<file path="src/rtl/clk_div_multi.sv">
// Multi-channel glitch-safe programmable clock divider; ratio changes take effect at period boundaries.
// Optional per-channel divided-domain tick output enabled by defining CLKDIV_TICK_EN.
module clk_div_multi #(
  parameter int unsigned CHANNELS      = 2,
  parameter int unsigned RATIO_WIDTH   = 8,
  parameter int unsigned DEFAULT_RATIO = 2
) (
  input  logic                            i_ref_clk,
  input  logic                            i_rst,
  input  logic [CHANNELS-1:0]             i_clk_en,
  input  logic [CHANNELS*RATIO_WIDTH-1:0] i_div_ratio,
  input  logic [CHANNELS-1:0]             i_ratio_load,
  input  logic                            i_sync,
  output logic [CHANNELS-1:0]             o_div_clk,
  output logic [CHANNELS-1:0]             o_ratio_pending
`ifdef CLKDIV_TICK_EN
  ,
  output logic [CHANNELS-1:0]             o_tick
`endif
);

  typedef enum logic [1:0] {
    ST_IDLE,
    ST_RUN,
    ST_BYPASS
  } state_t;

  localparam logic [RATIO_WIDTH-1:0] ONE       = RATIO_WIDTH'(1);
  localparam logic [RATIO_WIDTH-1:0] TWO       = RATIO_WIDTH'(2);
  localparam logic [RATIO_WIDTH-1:0] RST_RATIO = RATIO_WIDTH'(DEFAULT_RATIO);

  for (genvar c = 0; c < CHANNELS; c++) begin : g_ch
    state_t                 state_q, state_d;
    logic [RATIO_WIDTH-1:0] ratio_q, ratio_d;
    logic [RATIO_WIDTH-1:0] pend_q, pend_d;
    logic [RATIO_WIDTH-1:0] cnt_q, cnt_d;
    logic                   pflag_q, pflag_d;
    logic                   div_q, div_d;
    logic                   en, terminal, restart_req, apply;
    logic [RATIO_WIDTH-1:0] r_eff, high_len, cnt_inc;

    assign en          = i_clk_en[c];
    assign high_len    = ratio_q - (ratio_q >> 1);
    assign cnt_inc     = cnt_q + ONE;
    // RUN always holds R >= 2, so R-1 cannot wrap where it matters
    assign terminal    = (state_q == ST_RUN) && (cnt_q == ratio_q - ONE);
    assign restart_req = terminal || ((state_q == ST_RUN) && i_sync && en);
    assign apply       = pflag_q && ((state_q != ST_RUN) || restart_req);
    assign r_eff       = apply ? pend_q : ratio_q;

    always_comb begin
      state_d = state_q;
      ratio_d = apply ? pend_q : ratio_q;
      pend_d  = pend_q;
      pflag_d = pflag_q;
      cnt_d   = cnt_q;
      div_d   = div_q;

      if (i_ratio_load[c]) begin
        pend_d  = i_div_ratio[c*RATIO_WIDTH +: RATIO_WIDTH];
        pflag_d = 1'b1;
      end else if (apply) begin
        pflag_d = 1'b0;
      end

      case (state_q)
        ST_IDLE: begin
          cnt_d = '0;
          div_d = 1'b0;
          if (en) begin
            if (r_eff >= TWO) begin
              state_d = ST_RUN;
              div_d   = 1'b1;
            end else begin
              state_d = ST_BYPASS;
            end
          end
        end
        ST_RUN: begin
          if (restart_req) begin
            cnt_d = '0;
            if (!en) begin
              state_d = ST_IDLE;
              div_d   = 1'b0;
            end else if (r_eff < TWO) begin
              state_d = ST_BYPASS;
              div_d   = 1'b0;
            end else begin
              div_d = 1'b1;
            end
          end else begin
            cnt_d = cnt_inc;
            div_d = (cnt_inc < high_len);
          end
        end
        ST_BYPASS: begin
          cnt_d = '0;
          div_d = 1'b0;
          if (!en || (r_eff >= TWO)) state_d = ST_IDLE;
        end
        default: begin
          state_d = ST_IDLE;
          cnt_d   = '0;
          div_d   = 1'b0;
        end
      endcase
    end

    always_ff @(posedge i_ref_clk or posedge i_rst) begin
      if (i_rst) begin
        state_q <= ST_IDLE;
        ratio_q <= RST_RATIO;
        pend_q  <= '0;
        pflag_q <= 1'b0;
        cnt_q   <= '0;
        div_q   <= 1'b0;
      end else begin
        state_q <= state_d;
        ratio_q <= ratio_d;
        pend_q  <= pend_d;
        pflag_q <= pflag_d;
        cnt_q   <= cnt_d;
        div_q   <= div_d;
      end
    end

    assign o_div_clk[c]       = (state_q == ST_BYPASS) ? i_ref_clk : div_q;
    assign o_ratio_pending[c] = pflag_q;

`ifdef CLKDIV_TICK_EN
    logic tick_q;
    // In RUN, cnt is only reloaded with zero when a new high phase starts
    always_ff @(posedge i_ref_clk or posedge i_rst) begin
      if (i_rst) tick_q <= 1'b0;
      else       tick_q <= (state_d == ST_BYPASS) || ((state_d == ST_RUN) && (cnt_d == '0));
    end
    assign o_tick[c] = tick_q;
`endif
  end

endmodule
</file>
<file path="config.mk">
export PLATFORM = sky130hd
export DESIGN_NAME = clk_div_multi
export DESIGN_NICKNAME = d
export VERILOG_FILES = /design/src/rtl/clk_div_multi.sv
export SDC_FILE = /design/constraint.sdc
export NUM_CORES = 1
export LEC_CHECK = 0
export BUFFER_PORTS_ARGS = -buffer_cell sky130_fd_sc_hd__buf_4
export CAP_MARGIN = 25
export CORE_UTILIZATION = 53
export DETAILED_ROUTE_END_ITERATION = 10
export PLACE_DENSITY = 0.79
export SYNTH_ARGS = -nofsm -noshare
export SYNTH_HDL_FRONTEND = slang
export SYNTH_SLANG_ARGS = --single-unit
</file>
<file path="constraint.sdc">
create_clock -name i_ref_clk -period 3.28 [get_ports i_ref_clk]
set_input_delay 0.164 -clock i_ref_clk [delete_from_list [all_inputs] [get_ports i_ref_clk]]
set_output_delay 0.164 -clock i_ref_clk [all_outputs]
set_load 0.03 [all_outputs]
</file>
After elaboration in Yosys (flattened, before gate mapping)
Index checks and enable logic that the tools add are counted.
{ "classes": {"add_sub_neg": 6, "n_eq_ne": 16, "mux": 38, "n_reduce_logical": 22, "order_cmp": 6} }
{ "op_table": {"columns": ["op", "count"], "rows": [
  ["two-way mux 8 bit", 6],
  ["two-way mux 2 bit", 12],
  ["adder 8 x 1 -> 8 bit, second input constant", 2],
  ["== test 8 bit", 2],
  ["greater-or-equal comparator 8 x 2 -> 1 bit, second input constant", 2],
  ["< comparator 8 x 2 -> 1 bit, second input constant", 2],
  ["< comparator 8 bit", 2],
  ["two-way mux 1 bit", 16],
  ["subtractor 8 x 1 -> 8 bit, second input constant", 2],
  ["subtractor 8 x 7 -> 8 bit", 2],
  ["inequality test 2 bit, second input constant", 6],
  ["one-hot mux 2 bit (3 select lines)", 2],
  ["logical AND 1 bit", 8],
  ["AND reduction 4 bit", 2],
  ["logical OR 1 bit", 6],
  ["inequality test 3 x 2 -> 1 bit, second input constant", 2],
  ["== test 2 x 1 -> 1 bit, second input constant", 2],
  ["== test 2 bit, second input constant", 2],
  ["logical NOT 2 bit", 2],
  ["inequality test 2 x 1 -> 1 bit, second input constant", 2],
  ["one-hot mux 1 bit (2 select lines)", 2],
  ["nonzero test 2 bit", 2],
  ["logical NOT 1 bit", 2]
]} }
{ "word_totals": {"word_cells": 100, "in_bits": 23, "out_inout_bits": 4, "regBits": 56} }

Longest topological paths before layout
{ "depth": {"word_depth": 12, "mapped_depth": 14, "depth_no_buf": 14} }

==> impl_metrics.py <==
metrics = {
    "grt": {
        "grt_overflow_total": 0,
        "grt_pass1_wl_um": 12600,
        "grt_pass1_vias": 2731,
        "grt_usage_pct": 21.9,
        "grt_max_degree": 35,
        "antenna_found_initial": 0,
    },
    "setup_path": {
        "crit_path_end_kind": "flop",
        "path_max_fanout": 5,
        "startpoint_type": "flop",
        "crit_type": "reg -> reg",
        "r2r-start": "g_ch[1].ratio_q[1]",
        "required_ps": 3610,
        "worstPathArrival_ps": 3130,
        "startpoint": "g_ch[1].ratio_q[1]",
    },
    "synth": {
        "synth_nets": 428,
        "syn_inst": 357,
        "synth_ff_type": "dfrtp_1",
        "syn_area_per_cell_um2": 10.7,
        "synth_seq_area_share_pct": 36.7,
        "yosys.area.top_type": "dfrtp_1",
        "ys_seq_elements": 56,
        "async_flop_share_pct": 100,
        "syn_area_um2": 3820,
        "synth_warnings": 0,
        "yosysTopAreaCellShare_pct": 35.4,
        "synth_enable_flop_cells": 0,
        "ys_types": 49,
        "synth_area_leaders": "dfrtp_1 35%, ha_1 15%, mux2_2 10%, xnor2_1 6.9%, xor2_1 3.7%",
    },
    "sta": {
        "min_period_ps": 2800,
        "worstMarginPinSlew_ps": 516,
        "rsz0062_at_grt": "false",
        "relSlewSlack_pct": 65.5,
        "timing.final.crit_share_pct": 85.5,
        "slew_violations": 0,
        "hold-worst-slack_ps": 19.6,
        "finalSetupViolCount": 0,
        "fin_skew_ps": 6.05,
        "fmax_mhz": 357,
        "hold_viol_final": 0,
        "fin_setup_tns_ps": 0,
    },
    "route": {
        "antenna_left": 0,
        "viasPerCell": 5.23,
        "avgRoutedWirePerCell_um": 14.5,
        "routed_wl_um": 7340,
        "dr.pass1.iters": 4,
        "drt_iter0_drc": 133,
        "drc": 0,
        "num_vias": 2654,
    },
    "clock_network": {
        "ctsResizeCount": 0,
        "clk_pin_slew_worst_paths_ps": 100,
        "clk_latency_ps": 420,
        "cts_tree": "yes",
    },
    "layout": {
        "nNetsFinal": 480,
        "mostFrequentLayoutCells": "54 x dfrtp_1, 46 x ha_1, 34 x mux2_2",
        "syn_to_final_growth_pct": 16.6,
        "final_common_cell": "dfrtp_1",
        "diodes": 0,
        "drive_gt1_share_pct": 20.4,
    },
    "floorplan": {
        "fp.dieH_um": 86.9,
        "die_w_um": 86.9,
        "dieArea_um2": 7560,
        "core_area_um2": 6870,
        "rows": 30,
        "start_util_pct": 55.6,
        "io_pins": 27,
    },
    "placement": {
        "dp_hpwl_um": 5590,
        "routabilityCongestion": 0.893,
        "port_buffers": 26,
    },
    "min_path": {
        "hp-start": "i_ratio_load[1]",
        "hold_class": "in -> reg",
    },
    "pwr": {
        "leakage_nw": 2.12,
        "power.density_nw_per_um2": 755,
        "vdd_drop_max_uv": 357,
    },
    "flow_run": {
        "max_cap_violations": 0,
    },
    "run_status": {
        "outcome": "completed",
    },
}
power breakdown:
| group | internal, mW | switching [mW] |
|---|---|---|
| Clock | 0.275 | 0.279 |
| Combinational | 0.857 | 0.914 |
| Sequential | 0.833 | 0.204 |
worst max-delay path: stages (launching register included):
cell,delay (ps)
dfstp_2,600
ha_1,180
inv_1,50
fa_1,400
a21oi_1,150
nor2_1,50
nor2_1,150
o21bai_1,90
a21oi_1,180
xor2_1,170
ha_1,250
o21ai_0,170
a21oi_1,60
o32ai_1,200
registers in the layout, summed over array words and instances (netlist names):
signal and cells:
g_ch.ratio_q 16, g_ch.state_q 4, g_ch.cnt_q 16, g_ch.div_q 2, g_ch.pflag_q 2, g_ch.pend_q 16
kinds of logic (layout without fill, tap and decap cells):
| family | Yosys count | in the layout | share of synthesized area (%) |
|---|---|---|---|
| mux | 35 | 35 | 10.3 |
| xor+xnor | 48 | 48 | 11.6 |
| flops | 56 | 56 | 36.7 |
| buf+inv | 35 | 89 | 3.67 |
| compound gates | 49 | 49 | 8.61 |
| simple gates | 86 | 86 | 13.1 |
| fa+ha+maj | 48 | 48 | 16.1 |
cells in the mapped netlist (8+ instances only):
cell	number
dfrtp_1	54
ha_1	46
mux2_2	34
inv_1	30
xnor2_1	30
a21oi_1	17
xor2_1	16
nor2_1	15
nor2b_1	12
nand2_1	11
o21bai_1	9
nand3_1	8
worst paths after layout:
kind                                            to  slack [ps]  depth (start not counted)
worst max register to register       g_ch[1].div_q         480                         13
worst min register to register   g_ch[0].pend_q[0]         520                          1
worst min-delay path               g_ch[1].pflag_q          20                          2
max in group asynchronous       g_ch[1].ratio_q[1]        2130                          4
worst max-delay path                 g_ch[1].div_q         480                         13
min in group asynchronous        g_ch[1].pend_q[6]         320                          3
through the flow:
| stage | setup WS, ps | instances | power [mW] | instance area (um2) | utilization [%] |
|---|---|---|---|---|---|
| 2_1_floorplan | 727 | 357 | 2.41 | 3820 | - |
| 3_3_place_gp | 567 | 476 | 2.75 | 4130 | 60.1 |
| 3_5_place_dp | 494 | 476 | 2.81 | 4130 | 60.1 |
| 4_1_cts | 463 | 507 | 3.37 | 4460 | 64.9 |
| 5_1_grt | 161 | 507 | 3.68 | 4460 | 64.9 |
| 6_report | 475 | 507 | 3.36 | 4460 | 64.9 |
layer usage:
layer	up-vias	track usage (%)	wire length, um
li1	1327	-	-
met1	1275	30.6	3670
met2	49	34.9	3430
met3	3	3.89	194
met4	0	6.21	36
met5	-	0	0
layout make-up:
type,count,area [um2]
clock inverter,3,22.5
inverter,30,113
tap,96,120
fill,520,2410
sequential,56,1400
clock buffer,12,143
multi-input combinational,266,2280
timing repair buffer,44,375
what timing repair did:
item | 4_1_cts | 5_1_grt
endpoints found under the hold margin | 38 | 0
hold buffers | 18 | 0
buffers inserted | 0 | 0
Note: power is estimated with default switching activity, not from simulation.
